## src/rtl/com_fifo_buffer_pkg.sv

```systemverilog
// Shared constants for the COM byte buffer: default depths, byte width and
// the TX pacing state encodings.
package com_fifo_buffer_pkg;

    localparam int BYTE_W            = 8;
    localparam int RX_DEPTH_LOG2_DEF = 4;
    localparam int TX_DEPTH_LOG2_DEF = 4;

    // TX pacing states, 2-bit legacy encodings
    localparam logic [1:0] ST_IDLE  = 2'd0;
    localparam logic [1:0] ST_START = 2'd1;
    localparam logic [1:0] ST_GAP   = 2'd2;
    localparam logic [1:0] ST_WAIT  = 2'd3;

    // Number of FIFO entries for a given log2 depth
    function automatic int fifo_entries(input int depth_log2);
        return 1 << depth_log2;
    endfunction

endpackage

```

## src/rtl/com_fifo_buffer_if.sv

```systemverilog
// Bus between the UART bit engines / serial_ctrl and the COM byte buffer.
// The buffer itself takes the slave view; the surrounding logic (or a bench)
// takes the master view.
interface com_fifo_buffer_if #(
    parameter int RX_DEPTH_LOG2 = 4
);
    // RX side
    logic                     rxdReady_i;
    logic [7:0]               rxdData_i;
    logic                     rxPop_i;
    logic                     rxValid_o;
    logic [7:0]               rxData_o;
    logic [RX_DEPTH_LOG2:0]   rxCount_o;
    logic                     rxOverrun_o;
    logic                     overrunClr_i;
    // TX side
    logic                     txPush_i;
    logic [7:0]               txData_i;
    logic                     txFull_o;
    logic                     txEmpty_o;
    logic                     txdBusy_i;
    logic                     txdStart_o;
    logic [7:0]               txdData_o;
    // Interrupt
    logic                     int_o;

    modport slave (
        input  rxdReady_i, rxdData_i, rxPop_i, overrunClr_i,
        input  txPush_i, txData_i, txdBusy_i,
        output rxValid_o, rxData_o, rxCount_o, rxOverrun_o,
        output txFull_o, txEmpty_o, txdStart_o, txdData_o, int_o
    );

    modport master (
        output rxdReady_i, rxdData_i, rxPop_i, overrunClr_i,
        output txPush_i, txData_i, txdBusy_i,
        input  rxValid_o, rxData_o, rxCount_o, rxOverrun_o,
        input  txFull_o, txEmpty_o, txdStart_o, txdData_o, int_o
    );

endinterface

```

## src/rtl/com_fifo_buffer_sync_fifo.sv

```systemverilog
// Single-clock show-ahead FIFO. Pointers carry one extra MSB so that full and
// empty are distinguished by the occupancy count. A push while full is only
// taken when a pop retires the head in the same cycle; a pop while empty is
// ignored, so a push into an empty FIFO is never bypassed to the output.
module sync_fifo #(
    parameter int WIDTH      = 8,
    parameter int DEPTH_LOG2 = 4
) (
    input  logic                  clk,
    input  logic                  rst,
    input  logic                  push,
    input  logic                  pop,
    input  logic [WIDTH-1:0]      wdata,
    output logic [WIDTH-1:0]      rdata,
    output logic                  empty,
    output logic                  full,
    output logic [DEPTH_LOG2:0]   count
);

    localparam int               DEPTH   = 1 << DEPTH_LOG2;
    localparam logic [DEPTH_LOG2:0] PTR_ONE = 1;

    logic [WIDTH-1:0]    r_mem [DEPTH];
    logic [DEPTH_LOG2:0] r_wptr;
    logic [DEPTH_LOG2:0] r_rptr;
    logic [DEPTH_LOG2:0] w_count;
    logic                w_pop_ok;
    logic                w_push_ok;

    assign w_count   = r_wptr - r_rptr;
    assign count     = w_count;
    assign full      = w_count[DEPTH_LOG2];
    assign empty     = (w_count == '0);
    assign w_pop_ok  = pop && !empty;
    assign w_push_ok = push && (!full || w_pop_ok);
    assign rdata     = r_mem[r_rptr[DEPTH_LOG2-1:0]];

    // Advance write/read pointers on accepted push/pop
    always_ff @(posedge clk) begin
        if (rst) begin
            r_wptr <= '0;
            r_rptr <= '0;
        end else begin
            if (w_push_ok) begin
                r_wptr <= r_wptr + PTR_ONE;
            end
            if (w_pop_ok) begin
                r_rptr <= r_rptr + PTR_ONE;
            end
        end
    end

    // Storage write; contents need no reset since empty masks them
    always_ff @(posedge clk) begin
        if (w_push_ok) begin
            r_mem[r_wptr[DEPTH_LOG2-1:0]] <= wdata;
        end
    end

endmodule

```

## src/rtl/com_fifo_buffer.sv

```systemverilog
// COM byte buffer between the UART bit engines and serial_ctrl.
// RX: every receiver strobe lands in a FIFO, head shown ahead for the CPU,
// with a sticky overrun flag when a byte has to be dropped.
// TX: bytes from serial_ctrl are queued and handed to the transmitter one at
// a time, paced by txdBusy_i.
//
// TX state | meaning
// ---------+----------------------------------------------------------
// IDLE     | waiting for a queued byte and an idle transmitter
// START    | txdStart_o high for this single cycle, txdData_o holds byte
// GAP      | one cycle for the transmitter's registered busy to rise
// WAIT     | transmitter busy; return to IDLE once it drops
module com_fifo_buffer
    import com_fifo_buffer_pkg::*;
#(
    parameter int RX_DEPTH_LOG2 = RX_DEPTH_LOG2_DEF,
    parameter int TX_DEPTH_LOG2 = TX_DEPTH_LOG2_DEF
) (
    input  logic              clk,
    input  logic              rst,
    com_fifo_buffer_if.slave  bus
);

    // RX path
    logic [BYTE_W-1:0]      w_rx_rdata;
    logic                   w_rx_empty;
    logic                   w_rx_full;
    logic [RX_DEPTH_LOG2:0] w_rx_count;
    logic                   w_rx_drop;
    logic                   r_rx_overrun;

    // TX path
    logic [BYTE_W-1:0]      w_tx_rdata;
    logic                   w_tx_empty;
    logic                   w_tx_full;
    logic [TX_DEPTH_LOG2:0] w_tx_count;
    logic                   w_tx_pop;
    logic [1:0]             r_state;
    logic [1:0]             w_next;
    logic                   r_txd_start;
    logic [BYTE_W-1:0]      r_txd_data;

    sync_fifo #(
        .WIDTH      (BYTE_W),
        .DEPTH_LOG2 (RX_DEPTH_LOG2)
    ) u_rx_fifo (
        .clk   (clk),
        .rst   (rst),
        .push  (bus.rxdReady_i),
        .pop   (bus.rxPop_i),
        .wdata (bus.rxdData_i),
        .rdata (w_rx_rdata),
        .empty (w_rx_empty),
        .full  (w_rx_full),
        .count (w_rx_count)
    );

    // A strobe is lost only when full and nothing leaves in the same cycle
    assign w_rx_drop = bus.rxdReady_i && w_rx_full && !bus.rxPop_i;

    // Sticky overrun flag; a new drop outranks a coincident clear
    always_ff @(posedge clk) begin
        if (rst) begin
            r_rx_overrun <= 1'b0;
        end else if (w_rx_drop) begin
            r_rx_overrun <= 1'b1;
        end else if (bus.overrunClr_i) begin
            r_rx_overrun <= 1'b0;
        end
    end

    assign bus.rxValid_o   = !w_rx_empty;
    assign bus.rxData_o    = w_rx_rdata;
    assign bus.rxCount_o   = w_rx_count;
    assign bus.rxOverrun_o = r_rx_overrun;
    assign bus.int_o       = !w_rx_empty;

    sync_fifo #(
        .WIDTH      (BYTE_W),
        .DEPTH_LOG2 (TX_DEPTH_LOG2)
    ) u_tx_fifo (
        .clk   (clk),
        .rst   (rst),
        .push  (bus.txPush_i),
        .pop   (w_tx_pop),
        .wdata (bus.txData_i),
        .rdata (w_tx_rdata),
        .empty (w_tx_empty),
        .full  (w_tx_full),
        .count (w_tx_count)
    );

    // Head leaves the queue only from IDLE with an idle transmitter
    assign w_tx_pop = (r_state == ST_IDLE) && (w_tx_count != '0) && !bus.txdBusy_i;

    // Next-state decode for the TX pacing FSM
    always_comb begin
        w_next = r_state;
        case (r_state)
            ST_IDLE:  if (w_tx_pop) w_next = ST_START;
            ST_START: w_next = ST_GAP;
            ST_GAP:   w_next = ST_WAIT;
            ST_WAIT:  if (!bus.txdBusy_i) w_next = ST_IDLE;
            default:  w_next = ST_IDLE;
        endcase
    end

    // State, registered start strobe (high exactly while in START) and byte latch
    always_ff @(posedge clk) begin
        if (rst) begin
            r_state     <= ST_IDLE;
            r_txd_start <= 1'b0;
            r_txd_data  <= '0;
        end else begin
            r_state     <= w_next;
            r_txd_start <= (w_next == ST_START);
            if (w_tx_pop) begin
                r_txd_data <= w_tx_rdata;
            end
        end
    end

    assign bus.txFull_o   = w_tx_full;
    assign bus.txEmpty_o  = w_tx_empty && (r_state == ST_IDLE);
    assign bus.txdStart_o = r_txd_start;
    assign bus.txdData_o  = r_txd_data;

endmodule
```

## src/flat_wrapper.sv

```systemverilog
// flat-port wrapper written by rule: the top's interface ports become plain ports
module com_fifo_buffer_flat import com_fifo_buffer_pkg::*;
#(
    parameter int RX_DEPTH_LOG2 = RX_DEPTH_LOG2_DEF,
    parameter int TX_DEPTH_LOG2 = TX_DEPTH_LOG2_DEF
)
  (clk, rst, bus_rxdReady_i, bus_rxdData_i, bus_rxPop_i, bus_overrunClr_i, bus_txPush_i, bus_txData_i, bus_txdBusy_i, bus_rxValid_o, bus_rxData_o, bus_rxCount_o, bus_rxOverrun_o, bus_txFull_o, bus_txEmpty_o, bus_txdStart_o, bus_txdData_o, bus_int_o);
  com_fifo_buffer_if #(.RX_DEPTH_LOG2(RX_DEPTH_LOG2)) bus_i ();
  input  logic clk;
  input  logic rst;
  input wire logic [$bits(bus_i.rxdReady_i)-1:0] bus_rxdReady_i;
  input wire logic [$bits(bus_i.rxdData_i)-1:0] bus_rxdData_i;
  input wire logic [$bits(bus_i.rxPop_i)-1:0] bus_rxPop_i;
  input wire logic [$bits(bus_i.overrunClr_i)-1:0] bus_overrunClr_i;
  input wire logic [$bits(bus_i.txPush_i)-1:0] bus_txPush_i;
  input wire logic [$bits(bus_i.txData_i)-1:0] bus_txData_i;
  input wire logic [$bits(bus_i.txdBusy_i)-1:0] bus_txdBusy_i;
  output wire logic [$bits(bus_i.rxValid_o)-1:0] bus_rxValid_o;
  output wire logic [$bits(bus_i.rxData_o)-1:0] bus_rxData_o;
  output wire logic [$bits(bus_i.rxCount_o)-1:0] bus_rxCount_o;
  output wire logic [$bits(bus_i.rxOverrun_o)-1:0] bus_rxOverrun_o;
  output wire logic [$bits(bus_i.txFull_o)-1:0] bus_txFull_o;
  output wire logic [$bits(bus_i.txEmpty_o)-1:0] bus_txEmpty_o;
  output wire logic [$bits(bus_i.txdStart_o)-1:0] bus_txdStart_o;
  output wire logic [$bits(bus_i.txdData_o)-1:0] bus_txdData_o;
  output wire logic [$bits(bus_i.int_o)-1:0] bus_int_o;
  assign bus_i.rxdReady_i = bus_rxdReady_i;
  assign bus_i.rxdData_i = bus_rxdData_i;
  assign bus_i.rxPop_i = bus_rxPop_i;
  assign bus_i.overrunClr_i = bus_overrunClr_i;
  assign bus_i.txPush_i = bus_txPush_i;
  assign bus_i.txData_i = bus_txData_i;
  assign bus_i.txdBusy_i = bus_txdBusy_i;
  assign bus_rxValid_o = bus_i.rxValid_o;
  assign bus_rxData_o = bus_i.rxData_o;
  assign bus_rxCount_o = bus_i.rxCount_o;
  assign bus_rxOverrun_o = bus_i.rxOverrun_o;
  assign bus_txFull_o = bus_i.txFull_o;
  assign bus_txEmpty_o = bus_i.txEmpty_o;
  assign bus_txdStart_o = bus_i.txdStart_o;
  assign bus_txdData_o = bus_i.txdData_o;
  assign bus_int_o = bus_i.int_o;
  com_fifo_buffer #(.RX_DEPTH_LOG2(RX_DEPTH_LOG2), .TX_DEPTH_LOG2(TX_DEPTH_LOG2)) u_core (.clk(clk), .rst(rst), .bus(bus_i));
endmodule
```

## config.mk

```make
export PLATFORM = sky130hd
export DESIGN_NAME = com_fifo_buffer_flat
export DESIGN_NICKNAME = d
export VERILOG_FILES = /design/src/rtl/com_fifo_buffer_pkg.sv /design/src/rtl/com_fifo_buffer_if.sv /design/src/rtl/com_fifo_buffer_sync_fifo.sv /design/src/rtl/com_fifo_buffer.sv /design/src/flat_wrapper.sv
export SDC_FILE = /design/constraint.sdc
export NUM_CORES = 1
export LEC_CHECK = 0
export ABC_AREA = 1
export CAP_MARGIN = 30
export CORE_MARGIN = 2
export CORE_UTILIZATION = 55
export DETAILED_ROUTE_END_ITERATION = 6
export GPL_TIMING_DRIVEN = 0
export PLACE_DENSITY = 0.76
export SLEW_MARGIN = 25
export SYNTH_ARGS = -nofsm -noshare
export SYNTH_HDL_FRONTEND = slang
export SYNTH_SLANG_ARGS = --single-unit
```

## constraint.sdc

```tcl
create_clock -name clk -period 2.28 [get_ports clk]
set_input_delay 0.57 -clock clk [delete_from_list [all_inputs] [get_ports clk]]
set_output_delay 0.57 -clock clk [all_outputs]
set_load 0.005 [all_outputs]
```

==> flow_summary.yaml <==
outcome:
  status: "finished with violations"
  violations: "negative setup slack"
global_route:
  grt_pass1_vias: 8918
  grt-ovfl-total: 0
  grt_max_degree: 17
  grt_pass1_wl_mm: 50.2
  antenna_found_initial: 0
  grtUsageTotal: 0.276
routing:
  wirelength_mm: 34.4
  drc: 0
  vias_per_cell: 6.10
  met1_length_mm: 13.2
  top_layer: "met4"
  dr_wl_met3_mm: 3.84
  antenna_left: 0
  via_count: 9155
  wl_met2_mm: 16.3
  drtIter0Drc: 1190
  drt-wirelength-per-cell_um: 22.9
  drtPass1Iterations: 6
setup_path:
  worst_setup_path_end_kind: "output port"
  start_kind: "register"
  critPathLaunch: "u_core.u_rx_fifo.r_wptr[0]"
  cp.arrival_ns: 2.16
  r2r-end: "u_core.u_rx_fifo.r_mem[0][5]"
  reg2reg_from: "u_core.u_rx_fifo.r_wptr[0]"
  endpoint: "bus_rxValid_o"
  path_class: "register to output port"
  regToRegSetupSlack_ns: -0.24
  critPathMaxFanout: 3
  required_ns: 1.71
  ff2ff_path_depth: 16
cells_and_area:
  nets: 1242
  post-route-util: 0.716
  diodes: 0
  drive_above_1_share: 0.224
  syn_to_final_growth_pct: 27.1
die:
  rows: 54
  dieArea_um2: 23600
  start_util: 0.563
  die_h_um: 154
  die_w_um: 154
  ios: 50
  core_um2: 21900
run:
  cap_violations: 0
power:
  peakVddDrop_mv: 0.886
  power.leakage_uw: 0.00563
  powerDensity_nw_per_um2: 995
sta:
  layout_setup_ws_ns: -0.445
  finalCritPeriodShare: 1.20
  rsz0062_at_grt: "true"
  worst_pin_slew_ns: 0.882
  timing.fmax_mhz: 367
  setup_viol: 136
  fin_crit_ns: 2.73
  skew_ns: 0.0189
  holdWs_ns: 0.476
  drv_slew: 0
  slew_headroom: 0.410
  hold_viol: 0
placement:
  place_congestion: 0.873
  dp_hpwl_mm: 19.1
  portBuffers: 48
clock_network:
  tritoncts: "done"
  ctsHoldBuffers: 0
  cts_max_path_buffers: 3
  worstSkewPairLatency_ns: 0.54
  clock_sinks: 292
  htree_levels: 1
  cts.clk_slew.worst_paths_ns: 0.06
  root_buffer: "clkbuf_16"
  cts_made_buffers: 29
logic_synthesis:
  synthArstFlopShare: 0
  avgSynthCellArea_um2: 11.6
  synth_top_area_share: 0.623
  synth_edf_count: 256
  synth-seq-area-share: 0.682
  synth_top_area_cell: "edfxtp_1"
  yosys_warnings: 0
  ys_types: 27
  yosysMostFrequentCell: "edfxtp_1"
  yosys_most_used_dff: "edfxtp_1"
  synth_area_um2: 12300
  yosys-top-cells-count: "256 x edfxtp_1, 174 x nor2_1, 110 x nand2_1"
  synth_nets: 1105
  ys_seq_elements: 292
  syn_inst: 1063
  synth_area_leaders: "edfxtp_1 62%, dfxtp_1 5.8%, nor2_1 5.3%"
worst_hold_path:
  worstHoldPathType: "register to register"
## worst min path at each step
stage / from / depth (start not counted) / slack [ns] / to
after global placement: u_core.bus.rxOverrun_o / 2 / 0.46 / u_core.bus.rxOverrun_o
after global routing: u_core.bus.rxOverrun_o / 2 / 0.51 / u_core.bus.rxOverrun_o
final: u_core.bus.rxOverrun_o / 2 / 0.48 / u_core.bus.rxOverrun_o
after floorplan: u_core.u_tx_fifo.r_rptr[3] / 2 / 0.45 / u_core.u_tx_fifo.r_rptr[3]
after CTS: rst / 2 / 0.45 / u_core.u_tx_fifo.r_rptr[0]
after detailed placement: u_core.bus.rxOverrun_o / 2 / 0.46 / u_core.bus.rxOverrun_o
## logic make-up (layout without fill, tap and decap cells)
family | after synthesis | after routing | synth area share
and+or+nand+nor | 346 | 346 | 0.115
DFF | 292 | 292 | 0.682
AOI/OAI and AO/OA | 214 | 214 | 0.0966
buffers and inverters | 144 | 302 | 0.0496
muxes | 32 | 32 | 0.0260
adders and majority gates | 19 | 19 | 0.0199
xor gates and xnor gates | 16 | 16 | 0.0114
## where the power goes
part | internal (uW) | switching, uW
clock | 2710 | 2010
sequential | 6120 | 191
combinational | 1790 | 2770
## cell usage in the layout, fill, tap and decap left out, types with 6 or more instances in the layout
cell type	count
edfxtp_1	256
nor2_1	139
nand2_1	98
o21ai_0	78
inv_1	77
o211ai_1	48
nand3_1	44
a21oi_1	40
o21ai_1	35
nor2_4	33
buf_6	32
clkbuf_16	32
clkdlybuf4s50_1	32
mux2i_1	26
buf_12	24
buf_4	23
buf_2	21
clkbuf_1	21
dfxtp_1	21
ha_1	12
nand2_4	11
a21oi_2	11
xor2_1	10
clkbuf_2	9
dfxtp_4	9
inv_2	6
nand2_8	6
ha_4	6
dfxtp_2	6
## sequential cells by signal, indices dropped and copies added, names as in the netlist, 2 cells and up, named ones only
signal	count
u_core.bus.txdData_o	8
u_core.r_state	2
u_core.u_rx_fifo.r_mem	128
u_core.u_rx_fifo.r_rptr	5
u_core.u_rx_fifo.r_wptr	5
u_core.u_tx_fifo.r_mem	128
u_core.u_tx_fifo.r_rptr	5
u_core.u_tx_fifo.r_wptr	5
## through the flow
step	setup TNS (ns)	total power, uW	cell area [um2]	std cells	setup WS (ns)
after floorplan	-14.10	8590	12400	1063	-0.0948
after global placement	-140.97	9910	13300	1391	-0.777
after detailed placement	-152.92	10000	13300	1391	-0.760
after CTS	-19.33	15000	15300	1486	-0.458
after global routing	-34.14	16100	15700	1501	-0.522
final	-25.48	15600	15700	1501	-0.445
## per-layer routing
layer	track usage	vias to the layer above
li1	-	3990
met1	0.385	4418
met2	0.442	652
met3	0.0530	95
met4	0.0861	0
met5	0	-
## layout make-up
cell class                 count  area (um2)
clock inverter                13         146
sequential                   292        8450
tap                          280         350
fill                        1340        6210
buffer                        49         370
clock buffer                  39         773
timing repair buffer         111        1290
multi-input combinational    627        3920
inverter                      90         380
## critical path, cell delays in order (launching register included)
cell and delay (ns):
dfxtp_4 0.36, inv_4 0.04, ha_4 0.14, inv_2 0.06, fa_2 0.45, nor3_2 0.19, nand3_2 0.12, buf_6 0.13
buf_6 0.10
## what timing repair did
item	CTS	global route
pin swaps	59	44
cloned	3	3
resized for setup	238	79
setup buffers	43	17
endpoints found under the setup margin	289	267
No activity file was read; power rests on OpenSTA's default activity.
